`src/rtl/uart_tx_feeder.sv`:
```
// Byte FIFO and frame pacer feeding a UART transmitter that has no busy output.
// Each byte stays on tx_data for a whole frame; starts are spaced FRAME_CLKS apart.
//
// state | meaning
// ------+-----------------------------------------------------------------
// IDLE  | transmitter free; pop head and pulse tx_start when FIFO non-empty
// SEND  | frame in flight; frame timer runs until the inter-frame gap ends
module uart_tx_feeder #(
    parameter int DEPTH        = 16,
    parameter int CLKS_PER_BIT = 5626,
    parameter int GAP_CLKS     = 2
) (
    input  logic                       clk,
    input  logic                       rst_n,
    input  logic                       wr_en,
    input  logic [7:0]                 wr_data,
    output logic                       full,
    output logic [$clog2(DEPTH+1)-1:0] level,
    output logic                       overflow,
    input  logic                       clr_ovf,
    output logic                       tx_start,
    output logic [7:0]                 tx_data,
    output logic                       busy
);

    localparam int FRAME_CLKS = 10 * CLKS_PER_BIT + GAP_CLKS;
    localparam int TW         = $clog2(FRAME_CLKS);
    localparam int PW         = $clog2(DEPTH);
    localparam int LW         = $clog2(DEPTH + 1);

    localparam logic [TW-1:0] TIMER_END = TW'(FRAME_CLKS - 2);
    localparam logic [LW-1:0] LEVEL_MAX = LW'(DEPTH);

    typedef enum logic {
        IDLE = 1'b0,
        SEND = 1'b1
    } state_t;

    state_t          state;
    state_t          state_nxt;
    logic [TW-1:0]   timer;
    logic [7:0]      mem [DEPTH];
    logic [PW-1:0]   wr_ptr;
    logic [PW-1:0]   rd_ptr;
    logic            pop;
    logic            load;
    logic            push;
    logic            ovf_set;

    // A pop frees a slot in the same cycle, so a write into a full FIFO still lands then.
    assign push    = wr_en && (!full || pop);
    assign ovf_set = wr_en && full && !pop;
    assign full    = (level == LEVEL_MAX);
    assign busy    = (state == SEND) || (level != '0);

    always_ff @(posedge clk) begin
        if (push) begin
            mem[wr_ptr] <= wr_data;
        end
    end

    always_ff @(posedge clk or negedge rst_n) begin
        if (!rst_n) begin
            wr_ptr <= '0;
            rd_ptr <= '0;
            level  <= '0;
        end else begin
            if (push) begin
                wr_ptr <= wr_ptr + PW'(1);
            end
            if (pop) begin
                rd_ptr <= rd_ptr + PW'(1);
            end
            case ({push, pop})
                2'b10:   level <= level + LW'(1);
                2'b01:   level <= level - LW'(1);
                default: level <= level;
            endcase
        end
    end

    always_ff @(posedge clk or negedge rst_n) begin
        if (!rst_n) begin
            overflow <= 1'b0;
        end else if (ovf_set) begin
            overflow <= 1'b1;
        end else if (clr_ovf) begin
            overflow <= 1'b0;
        end
    end

    // Starting in SEND holds off the first start for a full frame: the
    // transmitter is not reset and may still be shifting out an old byte.
    always_ff @(posedge clk or negedge rst_n) begin
        if (!rst_n) begin
            state <= SEND;
        end else begin
            state <= state_nxt;
        end
    end

    always_comb begin
        state_nxt = state;
        case (state)
            IDLE: begin
                if (level != '0) begin
                    state_nxt = SEND;
                end
            end
            SEND: begin
                if (timer == TIMER_END) begin
                    state_nxt = IDLE;
                end
            end
            default: state_nxt = SEND;
        endcase
    end

    always_comb begin
        pop  = 1'b0;
        load = 1'b0;
        if (state == IDLE && level != '0) begin
            pop  = 1'b1;
            load = 1'b1;
        end
    end

    always_ff @(posedge clk or negedge rst_n) begin
        if (!rst_n) begin
            timer    <= '0;
            tx_start <= 1'b0;
            tx_data  <= 8'h00;
        end else begin
            tx_start <= load;
            if (load) begin
                timer   <= '0;
                tx_data <= mem[rd_ptr];
            end else if (state == SEND) begin
                timer <= timer + TW'(1);
            end
        end
    end

endmodule
```
`config.mk`:
```
export PLATFORM = sky130hd
export DESIGN_NAME = uart_tx_feeder
export DESIGN_NICKNAME = d
export VERILOG_FILES = /design/src/rtl/uart_tx_feeder.sv
export SDC_FILE = /design/constraint.sdc
export NUM_CORES = 1
export LEC_CHECK = 0
export ABC_CLOCK_PERIOD_IN_PS = 3500
export CAP_MARGIN = 20
export CORE_MARGIN = 2
export CORE_UTILIZATION = 65
export DETAILED_ROUTE_END_ITERATION = 16
export GPL_ROUTABILITY_DRIVEN = 0
export PLACE_DENSITY = 0.85
export SETUP_SLACK_MARGIN = 0.15
export SYNTH_ARGS = -nofsm -noshare
export SYNTH_HDL_FRONTEND = slang
export SYNTH_SLANG_ARGS = --single-unit
```
`constraint.sdc`:
```
create_clock -name clk -period 3.5 [get_ports clk]
set_clock_uncertainty 0.15 [all_clocks]
set_input_delay 0.7 -clock clk [delete_from_list [all_inputs] [get_ports clk]]
set_output_delay 0.7 -clock clk [all_outputs]
set_load 0.01 [all_outputs]
```
==> results list <==
* Hold_ws: 144 ps
- Stages on worst setup path: 5
- Summed over all nets, the half-perimeter wirelength after detailed placement is 9370 um.
* Yosys warning count: 0
- Worst hold path type: input pin to asynchronous set/reset pin
* Post-CTS Hold Buffers: 0
- The analysis attributes to net switching a power of 1.42 mW.
* Met1 GRT Util: 0.391
- Number of endpoints failing setup at the final stage: 0
* Internal power contribution: ~3.8 mW
* Met3 track utilization from global routing: 0.0650
- Antenna-violating nets left: 0
* Clock share of power: 0.332
* Detailed Route Iter0 Violations: 454
* Worst r2r dst: level[1]
- In the synthesized netlist, the number of instances is 406.
- Async S/R FF share, synth: 0.238
- The largest total area in the synthesized netlist belongs to sky130_fd_sc_hd__edfxtp_1.
* Row cnt: 37
- At the pin with the least slew margin, the transition time is 985 ps.
- Result of the run: complete, no violations
* Worst-path cell chain: or4_4 -> nor3_1 -> buf_4 -> inv_1 -> clkdlybuf4s50_1
- Of the cells placed in the final design, the portion with a size suffix greater than 1 is 0.215.
- The initial antenna violation count came to 0.
* Detailed-route wire length: 15100 um
- FMAX: a little over 300 MHz
* Via count of the first global-routing pass: 3984
- Buffers plus inverters on the worst setup path: 3
- The most critical setup path has its startpoint at level[1].
- The floorplan step defined a die boundary enclosing around 11000 um2.
- Clock tree synthesis inserted a total of 17 buffers.
* Logic pwr share: 0.158
- Register-to-register path setup slack: 780 ps
- Commonest cells after routing, fill and taps aside: 128 x sky130_fd_sc_hd__edfxtp_1, 36 x sky130_fd_sc_hd__dfrtp_1, 32 x sky130_fd_sc_hd__mux4_2
- STA puts the critical path data required time at 2650 ps.
- Mean instance size in the synthesized netlist: 16.9 um2
- In this run, synthesis produced a sequential element count of 168.
- Setup repair after global routing left no endpoint under its margin.
- # Max-Cap Violations: 0
- Share of total power consumed by net switching: 0.272
- The synthesized netlist occupies a cell area of approximately 6800 um2.
* CP arrival: approximately 2400 ps
- Post-synth top area share: 0.561
- Entering global routing, the biggest net connects between 40 and 50 pins.
- TritonCTS clock tree: yes
* Family of cells with the greatest summed delay on the critical path: simple AND/OR/NAND/NOR gates
- The share of the Yosys chip area taken by registers is 0.708.
- Root buffer cell: sky130_fd_sc_hd__clkbuf_8
- Final count of hold timing violations: 0
* Slew headroom: 0.344
- Across every metal layer, demand over resource in global routing totals 0.291.
- The most used flip-flop cell after synthesis is sky130_fd_sc_hd__edfxtp_1.
- Leakage: 2.73 nW
* Detailed-router iteration count before antenna repair: 5
- From left edge to right edge, the die measures approximately 110 um.
- TritonCTS Sinks: 168
- Logic depth of the worst register-to-register path: 6
- Synthesis-to-layout area growth: 15.1%
- Share of power burned in registers: 0.510
- After detailed routing, the average wire length per cell comes to ~25 um.
* Worst Setup EP: busy
- Count of different cell masters after synthesis: 45
- The repair_antennas step left the layout with diodes totalling 0.
* GR Layer Usage met2: 0.483
* Min cycle time layout: between 3000 and 4000 ps
- Dividing the detail-routed via count by the number of cells gives 6.57.
* Maximum vdd drop: 433 uV
* Maximum number of buffers from clock root to sink: 2
- Cell with the biggest individual delay on the critical path: sky130_fd_sc_hd__or4_4
- Wire length of the first global-routing pass: 23200 um
* Residual overflow from global routing: 0
* Clock edge transition at the registers on the reported setup and hold paths: around 60 ps
* Power density relative to cell area: 662 nW/um2
- CORE AREA: ~10000 um2
* Number of port buffers: 28
- Crit end category: output pin
- Launching point of the worst reg2reg path: level[1]
- Worst-Skew Late Latency: 530 ps
- The largest single stage delay on the critical path is 570 ps.
- Number of flops mapped to enable cells by yosys: 128
- The critical path is of the flop to output pin type.
- Layout Nets: 467
- Leaving out fill and tap cells, the most frequent cell in the layout is sky130_fd_sc_hd__edfxtp_1.
* Synth Net Count: between 400 and 500
- Largest cells by area after synthesis: sky130_fd_sc_hd__edfxtp_1 56%, sky130_fd_sc_hd__dfrtp_1 14%, sky130_fd_sc_hd__mux4_2 11%
- The clock tree synthesis step divided the H-tree into 4 levels.
* Number of top-level pins: 29
- Of the available clock period, the critical path in the final layout requires 0.935.
- CP startpoint kind: flop
- The number of slew-limit violations in the final report is 0.
* DRC violation count after routing: 0
- Maximum fanout count along the critical path: 7
- The initial utilization of the core area, before any placement, comes to 0.666.
- Most congested layer reported by global routing: met2
- The detailed router placed 3914 vias in this run.
* Die height: 107 um
* Total negative slack for setup checks: 0 ps
-- cells by family after synthesis --
kind of cell	synth area share
and+or+nand+nor	0.0663
adders and majority gates	0.0146
AOI/OAI and AO/OA	0.0493
buffers and inverters	0.0221
DFF	0.708
muxes	0.126
xor gates and xnor gates	0.0141
-- stage by stage --
step	util	cell area, um2	cells	power (mW)	setup slack (ps)
floorplan	-	6850	406	3.11	966
global placement	0.711	7310	562	3.39	557
detailed placement	0.711	7310	562	3.45	424
CTS	0.767	7890	596	5.22	222
global route	0.767	7890	596	5.40	159
finish	0.767	7890	596	5.22	226
-- power by group through the flow --
stage                     Sequential [mW]  Clock [mW]  Combinational (mW)
after floorplan                      2.56           0               0.549
after global placement               2.65           0               0.744
after detailed placement             2.67           0               0.785
after CTS                            2.65        1.76               0.817
after global routing                 2.68        1.83               0.882
final                                2.66        1.73               0.823
-- final cells by class --
| type | instances | area, um2 |
|---|---|---|
| well taps | 136 | 170 |
| clock buffers | 20 | 425 |
| multi-input cells | 205 | 1860 |
| clock inverters | 12 | 129 |
| flip-flops and latches | 168 | 4850 |
| inverters | 9 | 33.8 |
| fillers | 548 | 2390 |
| repair buffers | 46 | 423 |
-- Yosys cell counts (2+ instances only) --
cell,count
sky130_fd_sc_hd__buf_6,2
sky130_fd_sc_hd__mux4_2,32
sky130_fd_sc_hd__nand4_1,7
sky130_fd_sc_hd__edfxtp_1,128
sky130_fd_sc_hd__and3_1,4
sky130_fd_sc_hd__and4_1,4
sky130_fd_sc_hd__o22ai_1,16
sky130_fd_sc_hd__nor3_1,8
sky130_fd_sc_hd__inv_1,8
sky130_fd_sc_hd__dfrtp_1,39
sky130_fd_sc_hd__ha_1,8
sky130_fd_sc_hd__or4_1,2
sky130_fd_sc_hd__buf_1,3
sky130_fd_sc_hd__xnor2_1,11
sky130_fd_sc_hd__nor4_1,4
sky130_fd_sc_hd__mux2_2,9
sky130_fd_sc_hd__nand3_1,13
sky130_fd_sc_hd__nor2_1,19
sky130_fd_sc_hd__mux2i_1,3
sky130_fd_sc_hd__o21ai_0,12
sky130_fd_sc_hd__o211ai_1,2
sky130_fd_sc_hd__nand2_1,22
sky130_fd_sc_hd__a21oi_1,9
sky130_fd_sc_hd__o211ai_2,2
sky130_fd_sc_hd__clkbuf_1,11
sky130_fd_sc_hd__nand2b_1,3
sky130_fd_sc_hd__buf_2,7
-- timing repair --
| item | CTS | global route |
|---|---|---|
| gates resized for setup | 2 | 1 |
| pin swaps | 1 | 0 |
| buffers inserted | 2 | 0 |
| endpoints found under the setup margin | 2 | 2 |
-- per-layer routing --
| layer | vias to the layer above | routed length [um] |
|---|---|---|
| met5 | - | 0 |
| met4 | 0 | 359 |
| met3 | 31 | 1110 |
| met2 | 225 | 7940 |
| met1 | 1972 | 5700 |
| li1 | 1686 | - |
-- sequential cells by signal, summed over array words and instances (netlist names) --
register  cells
tx_start      1
level         5
mem         128
wr_ptr        4
overflow      1
state         1
tx_data       8
timer        16
rd_ptr        4
-- worst register-to-register path, cell delays in order (launching register included) --
cell and delay [ps]:
sky130_fd_sc_hd__dfrtp_2 460, sky130_fd_sc_hd__or4_4 570, sky130_fd_sc_hd__buf_4 170, sky130_fd_sc_hd__o21ai_4 370, sky130_fd_sc_hd__inv_2 290, sky130_fd_sc_hd__o21ai_2 230
sky130_fd_sc_hd__mux2_1 350
-- how the worst min path moves through the flow --
stage	cells after the start	to	from	slack, ps
global route	1	timer[1]	rst_n	190
floorplan	0	level[0]	rst_n	250
finish	1	level[2]	rst_n	140
detailed placement	1	timer[9]	timer[9]	320
global placement	1	timer[9]	timer[9]	300
CTS	1	timer[1]	rst_n	160
No activity file was read; power rests on OpenSTA's default activity.
